[src/rtl/dkong3_snd_mixer.sv]
// N-channel signed sample mixer: snapshot on strobe, one gained channel accumulated per clock,
// then arithmetic scaling and saturation to the output width.
module dkong3_snd_mixer #(
  parameter int NCH   = 2,
  parameter int SW    = 16,
  parameter int GW    = 4,
  parameter int GFRAC = 3
) (
  input  logic              I_SUBCLK,
  input  logic              I_SUB_RESETn,
  input  logic              I_SAMPLE_CE,
  input  logic [NCH*SW-1:0] I_SAMPLES,
  input  logic [NCH*GW-1:0] I_GAINS,
  input  logic [NCH-1:0]    I_MUTE,
  output logic [SW-1:0]     O_SAMPLE,
  output logic              O_VALID,
  output logic              O_CLIP,
  output logic              O_BUSY,
  output logic              O_DROP,
  output logic [1:0]        O_DBG_STATE
);

  localparam int AW = SW + GW + $clog2(NCH) + 1;
  localparam int IW = (NCH > 1) ? $clog2(NCH) : 1;

  localparam logic [1:0] S_IDLE = 2'd0;
  localparam logic [1:0] S_ACC  = 2'd1;
  localparam logic [1:0] S_OUT  = 2'd2;

  logic [1:0]           state_q, state_d;
  logic signed [AW-1:0] acc_q, acc_d;
  logic [IW-1:0]        idx_q, idx_d;
  logic [NCH*SW-1:0]    samp_q, samp_d;
  logic [NCH*GW-1:0]    gain_q, gain_d;
  logic [NCH-1:0]       mute_q, mute_d;
  logic [SW-1:0]        sample_q, sample_d;
  logic                 valid_q, valid_d;
  logic                 clip_q, clip_d;
  logic                 drop_q, drop_d;

  logic [SW-1:0]        cur_samp;
  logic [GW-1:0]        cur_gain;
  logic signed [AW-1:0] samp_ext, gain_ext, prod, shifted;
  logic [AW-SW:0]       hi;
  logic                 pos_ovf, neg_ovf, snap;

  always_comb begin
    cur_samp = samp_q[int'(idx_q)*SW +: SW];
    cur_gain = gain_q[int'(idx_q)*GW +: GW];
    samp_ext = AW'($signed(cur_samp));
    gain_ext = AW'({1'b0, cur_gain});
    prod     = samp_ext * gain_ext;
    // Floor scaling; the bits above the output sign bit must all agree or the result clips.
    shifted  = acc_q >>> GFRAC;
    hi       = shifted[AW-1:SW-1];
    pos_ovf  = !shifted[AW-1] && (|hi);
    neg_ovf  = shifted[AW-1] && !(&hi);
    snap     = I_SAMPLE_CE && ((state_q == S_IDLE) || (state_q == S_OUT));

    state_d  = state_q;
    acc_d    = acc_q;
    idx_d    = idx_q;
    samp_d   = samp_q;
    gain_d   = gain_q;
    mute_d   = mute_q;
    sample_d = sample_q;
    clip_d   = clip_q;
    valid_d  = 1'b0;
    drop_d   = 1'b0;

    case (state_q)
      S_ACC: begin
        acc_d  = acc_q + (mute_q[idx_q] ? '0 : prod);
        idx_d  = idx_q + IW'(1);
        drop_d = I_SAMPLE_CE;
        if (idx_q == IW'(NCH - 1)) state_d = S_OUT;
      end
      S_OUT: begin
        valid_d = 1'b1;
        clip_d  = pos_ovf || neg_ovf;
        if (pos_ovf)      sample_d = {1'b0, {(SW-1){1'b1}}};
        else if (neg_ovf) sample_d = {1'b1, {(SW-1){1'b0}}};
        else              sample_d = shifted[SW-1:0];
        state_d = S_IDLE;
      end
      default: state_d = S_IDLE;
    endcase

    if (snap) begin
      samp_d  = I_SAMPLES;
      gain_d  = I_GAINS;
      mute_d  = I_MUTE;
      acc_d   = '0;
      idx_d   = '0;
      state_d = S_ACC;
    end
  end

  always_ff @(posedge I_SUBCLK or negedge I_SUB_RESETn) begin
    if (!I_SUB_RESETn) begin
      state_q  <= S_IDLE;
      acc_q    <= '0;
      idx_q    <= '0;
      samp_q   <= '0;
      gain_q   <= '0;
      mute_q   <= '0;
      sample_q <= '0;
      valid_q  <= 1'b0;
      clip_q   <= 1'b0;
      drop_q   <= 1'b0;
    end else begin
      state_q  <= state_d;
      acc_q    <= acc_d;
      idx_q    <= idx_d;
      samp_q   <= samp_d;
      gain_q   <= gain_d;
      mute_q   <= mute_d;
      sample_q <= sample_d;
      valid_q  <= valid_d;
      clip_q   <= clip_d;
      drop_q   <= drop_d;
    end
  end

  assign O_SAMPLE    = sample_q;
  assign O_VALID     = valid_q;
  assign O_CLIP      = clip_q;
  assign O_DROP      = drop_q;
  assign O_BUSY      = (state_q == S_ACC);
  assign O_DBG_STATE = state_q;

endmodule

[config.mk]
export PLATFORM = sky130hd
export DESIGN_NAME = dkong3_snd_mixer
export DESIGN_NICKNAME = d
export VERILOG_FILES = /design/src/rtl/dkong3_snd_mixer.sv
export SDC_FILE = /design/constraint.sdc
export NUM_CORES = 1
export LEC_CHECK = 0
export BUFFER_PORTS_ARGS = -buffer_cell sky130_fd_sc_hd__clkbuf_2
export CORE_ASPECT_RATIO = 0.75
export CORE_MARGIN = 1.5
export CORE_UTILIZATION = 55
export CTS_CLUSTER_DIAMETER = 120
export DETAILED_ROUTE_END_ITERATION = 16
export GPL_TIMING_DRIVEN = 1
export MAX_ROUTING_LAYER = met4
export PLACE_DENSITY = 0.78
export SETUP_SLACK_MARGIN = 0.4
export SYNTH_ARGS = -nofsm -noshare
export SYNTH_HDL_FRONTEND = slang
export SYNTH_SLANG_ARGS = --single-unit
[constraint.sdc]
create_clock -name I_SUBCLK -period 6.2 [get_ports I_SUBCLK]
set_clock_uncertainty 0.05 [all_clocks]
set_input_delay 1.24 -clock I_SUBCLK [delete_from_list [all_inputs] [get_ports I_SUBCLK]]
set_output_delay 1.24 -clock I_SUBCLK [all_outputs]
set_load 0.02 [all_outputs]
* Yosys cells after proc, flatten, opt, wreduce, memory -nomap -nowiden
Cells that the tools add are included.
** Operators by class
- Add/sub/neg operators :: 2
- $mul :: 1
- Order comparisons :: 1
- Eq/ne operators :: 3
- Shift-type cells :: 2
- Mux-type cells :: 14
- Reduce and logical (&&, ||, !) cells :: 11
** Operators with widths (count)
- $mux 22 :: 3
- $mux 16 :: 2
- $shiftx 32x6->16 :: 1
- $add 22x22->22 :: 1
- $mul 16x5->21 :: 1
- $shiftx 8x4->4 :: 1
- $mux 1 :: 6
- $mux 2 :: 3
- $reduce_and 4->1 :: 1
- $reduce_or 4->1 :: 1
- $logic_and 1x1->1 :: 3
- $ne 3x1->1 const B :: 1
- $eq 2x1->1 const B :: 1
- $eq 2x2->1 const B :: 1
- $logic_not 1->1 :: 2
- $logic_not 2->1 :: 1
- $logic_or 1x1->1 :: 2
- $lt 1x2->1 const B :: 1
- $reduce_bool 2->1 :: 1
- $add 1x1->1 const B :: 1
** Word-level totals
- Register bits after elaboration :: 86
- Output and inout port bits :: 22
- Logic and storage cells :: 44

* Logic depth before layout (Yosys ltp)
Gate-level depths: netlist (run 1).
- Depth after elaboration :: 6
- Depth in mapped cells :: 27
- Depth with buffers taken out :: 25

* Worst setup path after synthesis (run 1)
No wires, ideal clock.
- Path type :: reg2reg
- From :: reg idx_q
- To :: reg acc_q[21]
- Setup time :: 0.131 ns
- Arrival time :: 6.058 ns
- Required time :: 6.019 ns
- Setup slack :: -0.039 ns
- Cell stages (with the launch flop) :: 28
- Buffers on the path :: 2
- Path through :: dfrtp_1 > buf_6 > mux2i_1 > clkbuf_1 > nor2_1 > ha_1 > fa_1 > inv_1 > fa_1 > inv_1 > ha_1 > and3_1 > and3_1 > a31oi_1 > a21oi_1 > o21ai_0 > a21boi_0 > or3_1 > and3_1 > ha_1 > and3_1 > nand2_1 > nor2_1 > a211oi_1 > a21boi_0 > nand3_1 > nand3_1 > or3b_1
** Between the ends
- Cells in the longest elaborated chain, start to end :: 6
** Ends and longest elaborated chain
- start, declared :: line 32 : logic [IW-1:0] idx_q, idx_d;
- start signal, assigned :: line 114 : idx_q <= idx_d;
- $shiftx 32x6->16 (tied with other cells) :: line 48 : cur_samp = samp_q[int'(idx_q)*SW +: SW];
- $mul 16x5->21 or $mux 1 (tied branches) :: line 52, 73
- $mux 22 * :: line 73 : acc_d = acc_q + (mute_q[idx_q] ? '0 : prod);
- $add 22x22->22 * :: line 73
- $mux 22 * :: line 71 : case (state_q)
- $mux 22 * :: line 89 : if (snap) begin
- end signal, assigned :: line 102 : acc_q <= '0;
- end signal, assigned :: line 113 : acc_q <= acc_d;
- end, declared :: line 31 : logic signed [AW-1:0] acc_q, acc_d;
Mark *: on every way between the ends. The rest lies on a longest branch, timed or not. The select of a mux whose other input is x is not followed.
A chain may end at the register's enable or synchronous reset.

* Final worst setup path (run 1)
Ends and elaborated chain as after synthesis.

==> flow_summary.json, run 1 <==
{
  "outcome": "finished clean",
  "drtIter0Drc": 309,
  "core_sq_um": 11780,
  "grt_max_degree": 60,
  "critical_path.startpoint_type": "flip-flop",
  "clock_insertion_delay_worst_skew_ns": 0.35,
  "first_global_vias": 5813,
  "portion_of_the_clock_cycle_consumed_by_the_worst_path_in_the_final_layout_pct": 97.47,
  "avgRoutedWirePerCell_um": 17.26,
  "placement_rows": 34,
  "max_cap_violations": 0,
  "clock_transition_time_at_the_flip_flop_clock_pins_of_the_worst_setup_and_hold_paths_ns": 0.07,
  "drt-vias-per-instance": 5.641,
  "final_period_minus_worst_setup_slack_ns": 6.043,
  "worstSetupPathType": "flip-flop to flip-flop",
  "synth_edf_count": 0,
  "non_filler_instance_count_after_layout": 997,
  "post-route-worst-setup-slack_ns": 0.1566,
  "drc": 0,
  "routed_wirelength_mm": 17.21,
  "synth_top_flop_cell": "sky130_fd_sc_hd__dfrtp_1",
  "fillers": 808,
  "drt_pre_antenna_iters": 5,
  "max_slew_margin_pct": 31.47,
  "rsz_0062_raised_after_global_routing": "true",
  "max_freq_mhz": 165.5,
  "initial_core_util_pct": 57.21,
  "syn_area_sq_um": 6741,
  "timing.final.hold_violations": 0,
  "worst_path_most_repeated_cell": "sky130_fd_sc_hd__and3_4",
  "htree_levels": 3,
  "ys.warnings.count": 0,
  "critical_path_data_arrival_time_ns": 6.22,
  "cts_hold_buffers": 0,
  "crit_path_top_delay_cell": "sky130_fd_sc_hd__fa_1",
  "nets": 970,
  "grtUsageTotal_pct": 28.17,
  "place.gp.congestion": 0.8810,
  "worst_setup_path_end_kind": "flip-flop",
  "critical-path-max-stage-delay_ns": 0.55,
  "placed_cells": 950,
  "vias": 5624,
  "place.detailed.hpwl_mm": 11.53,
  "antenna_violations_before_repair": 0,
  "diodes": 0,
  "synth_sequential_area_ratio_pct": 31.92,
  "tritoncts_num_sinks": 86,
  "ys_seq_elements": 86,
  "syn-num-nets": 862,
  "worstPathMaxFanout": 8,
  "netlist_top_cells_count": "86 x sky130_fd_sc_hd__dfrtp_1, 78 x sky130_fd_sc_hd__nor2_1, 75 x sky130_fd_sc_hd__inv_1, 65 x sky130_fd_sc_hd__nand2_1, 61 x sky130_fd_sc_hd__ha_1",
  "ys_types": 50,
  "most_common_cell_in_the_synthesized_netlist": "sky130_fd_sc_hd__dfrtp_1",
  "pin_count": 67,
  "layout_cells_sized_above_1_pct": 32.69,
  "post-synth-top-area-fraction_pct": 31.92,
  "cts.path.max_buffers": 2,
  "class_of_the_tightest_hold_or_removal_check": "flip-flop to flip-flop",
  "synth.avg_cell_area_sq_um": 9.337,
  "syn-instance-count": 722,
  "ant_nets": 0,
  "synth.area.top_cells": "sky130_fd_sc_hd__dfrtp_1 32%, sky130_fd_sc_hd__ha_1 11%, sky130_fd_sc_hd__fa_1 10%, sky130_fd_sc_hd__mux2_2 7.2%, sky130_fd_sc_hd__nor2_1 4.3%",
  "timing_max_transition_violations_final": 0,
  "post-place-ws_ns": -0.2755,
  "total_die_area_sq_um": 12940,
  "async_flop_share_pct": 100.0,
  "cts_root_buf": "sky130_fd_sc_hd__clkbuf_16",
  "worst_pin_slew_ns": 1.028,
  "grt_first_pass_wirelength_mm": 27.86,
  "sequential_cell_area_sq_um": 2153,
  "die_w_um": 130.8,
  "clock_buffer_count_from_cts": 9,
  "multiInputGateArea_sq_um": 4740,
  "flow.area_growth_from_synthesis_pct": 26.28,
  "number_of_failing_setup_endpoints_in_the_final_timing_report": 0,
  "yosys.area.top_type": "sky130_fd_sc_hd__dfrtp_1",
  "cp.required_ns": 6.38,
  "die_ht_um": 98.88,
  "grt-ovfl-total": 0,
  "tritoncts": "built",
  "number_of_buffers_inserted_by_port_buffering": 66
}
==> logic make-up after synthesis <==
family | after synthesis | share of synthesized area (%)
simple gates | 200 | 13.33
flops | 86 | 31.92
xor+xnor | 34 | 4.417
buf+inv | 98 | 5.568
compound gates | 146 | 13.20
fa+ha+maj | 95 | 21.42
mux | 63 | 10.15
==> cell usage in the layout (no fill, tap or decap), types with 7 or more instances in the layout <==
cell	count
sky130_fd_sc_hd__or2_2	14
sky130_fd_sc_hd__a21oi_2	9
sky130_fd_sc_hd__mux2i_4	14
sky130_fd_sc_hd__dfrtp_1	85
sky130_fd_sc_hd__clkbuf_2	65
sky130_fd_sc_hd__nand2_1	64
sky130_fd_sc_hd__xnor2_1	19
sky130_fd_sc_hd__mux2_2	43
sky130_fd_sc_hd__o21bai_1	7
sky130_fd_sc_hd__fa_1	34
sky130_fd_sc_hd__a21oi_1	29
sky130_fd_sc_hd__inv_1	69
sky130_fd_sc_hd__buf_4	45
sky130_fd_sc_hd__a21o_1	20
sky130_fd_sc_hd__nor2_1	73
sky130_fd_sc_hd__ha_1	44
sky130_fd_sc_hd__ha_4	14
sky130_fd_sc_hd__xor2_1	15
sky130_fd_sc_hd__clkbuf_16	9
sky130_fd_sc_hd__o21ai_0	45
==> per-layer routing <==
layer | track usage (%) | vias up | wire [um]
met3 | 4.072 | 46 | 787
met1 | 36.56 | 2750 | 7453
li1 | - | 2656 | -
met4 | 9.298 | 0 | 453
met5 | - | - | 0
met2 | 45.59 | 172 | 8514
==> registers in the layout, indices dropped and copies added, names as in the netlist <==
register / cells
mute_q: 2
idx_q: 1
acc_q: 22
O_SAMPLE: 16
samp_q: 32
O_VALID: 1
O_DROP: 1
O_CLIP: 1
gain_q: 8
O_DBG_STATE: 2
==> final cells by class <==
cell class / instances / area share, %
Inverter: 76 / 3.351
Clock inverter: 7 / 1.088
Multi-Input combinational cell: 538 / 55.67
Tap cell: 162 / 2.381
Clock buffer: 9 / 2.646
Timing Repair Buffer: 119 / 9.568
Sequential cell: 86 / 25.29
==> worst max-delay path: cells and delay by family, from the launching register on <==
| family | cells | cell delay [ns] |
|---|---|---|
| AOI/OAI and AO/OA | 7 | 1.27 |
| adders and majority gates | 5 | 1.87 |
| buffers and inverters | 5 | 0.60 |
| DFF | 1 | 0.37 |
| muxes | 1 | 0.28 |
| and+or+nand+nor | 8 | 1.45 |
==> worst paths after layout <==
check / start / to / slack (ns) / cells after the start
setup / recovery: idx_q / acc_q[21] / 0.16 / 26
hold / removal: O_SAMPLE[11] / O_SAMPLE[11] / 0.41 / 2
setup reg to reg: idx_q / acc_q[21] / 0.16 / 26
hold reg to reg: O_SAMPLE[11] / O_SAMPLE[11] / 0.41 / 2
max in group asynchronous: I_SUB_RESETn / idx_q / 4.23 / 2
min in group asynchronous: I_SUB_RESETn / O_SAMPLE[0] / 0.76 / 1
==> through the flow <==
step                      instance area [sq um]  utilization (%)  TNS, ns  hold WS (ns)
after CTS                                  8378            71.10        0        0.4221
final                                      8513            72.24        0        0.4144
after global routing                       8513            72.24  -0.1151        0.4413
after global placement                     7441            63.14        0        0.3999
after floorplan                            6860                -        0        0.4063
after detailed placement                   7441            63.14  -0.2859        0.4058
==> what timing repair did <==
item | in CTS | in global routing
gates resized for setup | 61 | 29
endpoints found under the setup margin | 10 | 10
pin swaps | 36 | 16
gates cloned | 1 | 0
setup buffers | 25 | 5
Power of run 1 is left out: the tool's default activity adds up to more than one toggle a clock period on the data nets, which glitch-free logic cannot reach.
==> inputs of run 2 (changes only) <==
--- a/config.mk
+++ b/config.mk
@@ -7,7 +7,7 @@
 export LEC_CHECK = 0
 export BUFFER_PORTS_ARGS = -buffer_cell sky130_fd_sc_hd__clkbuf_2
 export CORE_ASPECT_RATIO = 0.75
-export CORE_MARGIN = 1.5
+export CORE_MARGIN = 4
 export CORE_UTILIZATION = 55
 export CTS_CLUSTER_DIAMETER = 120
 export DETAILED_ROUTE_END_ITERATION = 16
==> run 2 against run 1 <==
  * Non-clock buffer count increased by 1
  * Via count is 3.5% higher
  * Wire length is 5.1% higher
  * Sequential share of layout area fell by 0.35 points
  * Critical path type unchanged
  * Worst setup slack improved by 0.055 ns
  * Worst hold slack better by 0.0037 ns
==> flow_summary.json, run 2 (same netlist as run 1, synthesis figures left out) <==
{
  "post-route-worst-setup-slack_ns": 0.2112,
  "max_freq_mhz": 167.0,
  "ant_nets": 0,
  "critical-path-top-delay-family": "adder cells",
  "worst_setup_path_end_kind": "flip-flop",
  "drt_pre_antenna_iters": 5,
  "cp.required_ns": 6.38,
  "critical-path-max-stage-delay_ns": 0.51,
  "diodes": 0,
  "clock_transition_time_at_the_flip_flop_clock_pins_of_the_worst_setup_and_hold_paths_ns": 0.07,
  "number_of_buffers_inserted_by_port_buffering": 66,
  "clock_insertion_delay_worst_skew_ns": 0.35,
  "timing.final.hold_violations": 0,
  "pin_count": 67,
  "worstSetupPathType": "flip-flop to flip-flop",
  "vias": 5822,
  "placement_rows": 34,
  "die_w_um": 135.8,
  "largest-register": "samp_q",
  "critical_path.startpoint_type": "flip-flop",
  "grtUsageTotal_pct": 26.76,
  "first_global_vias": 6007,
  "total_die_area_sq_um": 14110,
  "tritoncts": "built",
  "initial_core_util_pct": 57.21,
  "avgRoutedWirePerCell_um": 18.13,
  "portion_of_the_clock_cycle_consumed_by_the_worst_path_in_the_final_layout_pct": 96.59,
  "rsz_0062_raised_after_global_routing": "true",
  "layout_cells_sized_above_1_pct": 33.49,
  "grt_first_pass_wirelength_mm": 29.55,
  "grt_max_degree": 87,
  "tritoncts_num_sinks": 86,
  "max_cap_violations": 0,
  "cp_num_buf_inv": 5,
  "cts_hold_buffers": 0,
  "class_of_the_tightest_hold_or_removal_check": "flip-flop to flip-flop",
  "outcome": "finished clean",
  "place.gp.congestion": 0.9344,
  "final_core_utilization_pct": 73.25,
  "drc": 0,
  "max_slew_margin_pct": 28.00,
  "antenna_violations_before_repair": 0,
  "grt-ovfl-total": 0,
  "clock_buffer_count_from_cts": 9,
  "cts_root_buf": "sky130_fd_sc_hd__clkbuf_16",
  "number_of_failing_setup_endpoints_in_the_final_timing_report": 0,
  "die_ht_um": 103.9,
  "final_period_minus_worst_setup_slack_ns": 5.989,
  "largest_register_ffs": 32,
  "critical_path_data_arrival_time_ns": 6.16,
  "nets": 971,
  "crit_path_top_delay_cell": "sky130_fd_sc_hd__fa_1",
  "worstPathMaxFanout": 5,
  "cts.path.max_buffers": 2,
  "layout_commonest_cell": "sky130_fd_sc_hd__dfrtp_1",
  "timing_max_transition_violations_final": 0,
  "htree_levels": 3,
  "fin_tns_setup_ns": 0,
  "routed_wirelength_mm": 18.09,
  "drtIter0Drc": 429,
  "core_sq_um": 11780,
  "place.detailed.hpwl_mm": 11.20,
  "worst_pin_slew_ns": 1.080,
  "layout.cells.most_common_list": "85 x sky130_fd_sc_hd__dfrtp_1, 75 x sky130_fd_sc_hd__nor2_1, 66 x sky130_fd_sc_hd__inv_1",
  "post-place-ws_ns": -0.2393,
  "flow.area_growth_from_synthesis_pct": 28.04,
  "drt-vias-per-instance": 5.834
}
==> run 2: stage by stage <==
step / instance area [sq um] / hold slack [ns] / std cells
final: 8632 / 0.4182 / 998
after global routing: 8632 / 0.4460 / 998
after CTS: 8524 / 0.4215 / 996
after detailed placement: 7408 / 0.4072 / 946
after global placement: 7408 / 0.4005 / 946
after floorplan: 6860 / 0.4063 / 722
==> run 2: cell type report <==
cell class | instances | area [sq um]
Multi-Input combinational cell | 538 | 4816
Sequential cell | 86 | 2153
Clock buffer | 9 | 225.2
Clock inverter | 7 | 81.33
Tap cell | 162 | 202.7
Timing Repair Buffer | 120 | 868.3
Inverter | 76 | 285.3
Fill cell | 767 | 3152
==> run 2: path summary, 6_finish.rpt <==
kind,slack (ns),end,startpoint,depth (start not counted)
max reg2reg,0.21,acc_q[21],idx_q,26
max in group asynchronous,4.31,idx_q,I_SUB_RESETn,1
min,0.42,O_SAMPLE[14],O_SAMPLE[14],2
min in group asynchronous,1.05,acc_q[2],I_SUB_RESETn,1
min reg2reg,0.42,O_SAMPLE[14],O_SAMPLE[14],2
max,0.21,acc_q[21],idx_q,26
==> run 2: layer usage <==
| layer | vias up | GRT usage (%) | part of all wire (%) |
|---|---|---|---|
| met1 | 2895 | 34.55 | 42 |
| met4 | 0 | 10.36 | 3.4 |
| met2 | 205 | 42.61 | 49 |
| met5 | - | - | 0 |
| li1 | 2662 | - | - |
| met3 | 60 | 4.255 | 4.7 |
==> run 2: worst register-to-register path, cell delays in order (launching register included) <==
cell and delay, ns:
sky130_fd_sc_hd__dfrtp_2 0.42, sky130_fd_sc_hd__buf_12 0.16, sky130_fd_sc_hd__buf_12 0.16, sky130_fd_sc_hd__mux2i_4 0.28
sky130_fd_sc_hd__nor2_1 0.08, sky130_fd_sc_hd__ha_1 0.31, sky130_fd_sc_hd__fa_1 0.51, sky130_fd_sc_hd__inv_1 0.05
sky130_fd_sc_hd__fa_1 0.51, sky130_fd_sc_hd__inv_2 0.05, sky130_fd_sc_hd__ha_4 0.22, sky130_fd_sc_hd__and3_4 0.19
sky130_fd_sc_hd__a221o_1 0.36, sky130_fd_sc_hd__buf_4 0.15, sky130_fd_sc_hd__o21ai_2 0.14, sky130_fd_sc_hd__a21boi_1 0.11
sky130_fd_sc_hd__or3_1 0.39, sky130_fd_sc_hd__and3_4 0.19, sky130_fd_sc_hd__ha_4 0.16, sky130_fd_sc_hd__a21o_1 0.20
sky130_fd_sc_hd__a21oi_2 0.17, sky130_fd_sc_hd__o22ai_2 0.11, sky130_fd_sc_hd__a211oi_2 0.14, sky130_fd_sc_hd__a21boi_2 0.21
sky130_fd_sc_hd__a21o_1 0.13, sky130_fd_sc_hd__a21oi_1 0.07, sky130_fd_sc_hd__or3b_1 0.37
==> run 2: what timing repair did <==
| action | 4_1_cts | 5_1_grt |
|---|---|---|
| setup buffers | 32 | 2 |
| gates cloned | 2 | 0 |
| gates resized for setup | 86 | 19 |
| pin swaps | 71 | 15 |
| setup endpoints to repair | 9 | 9 |
| endpoints found under the hold margin | 0 | 0 |
Power of run 2 is left out for the same reason.
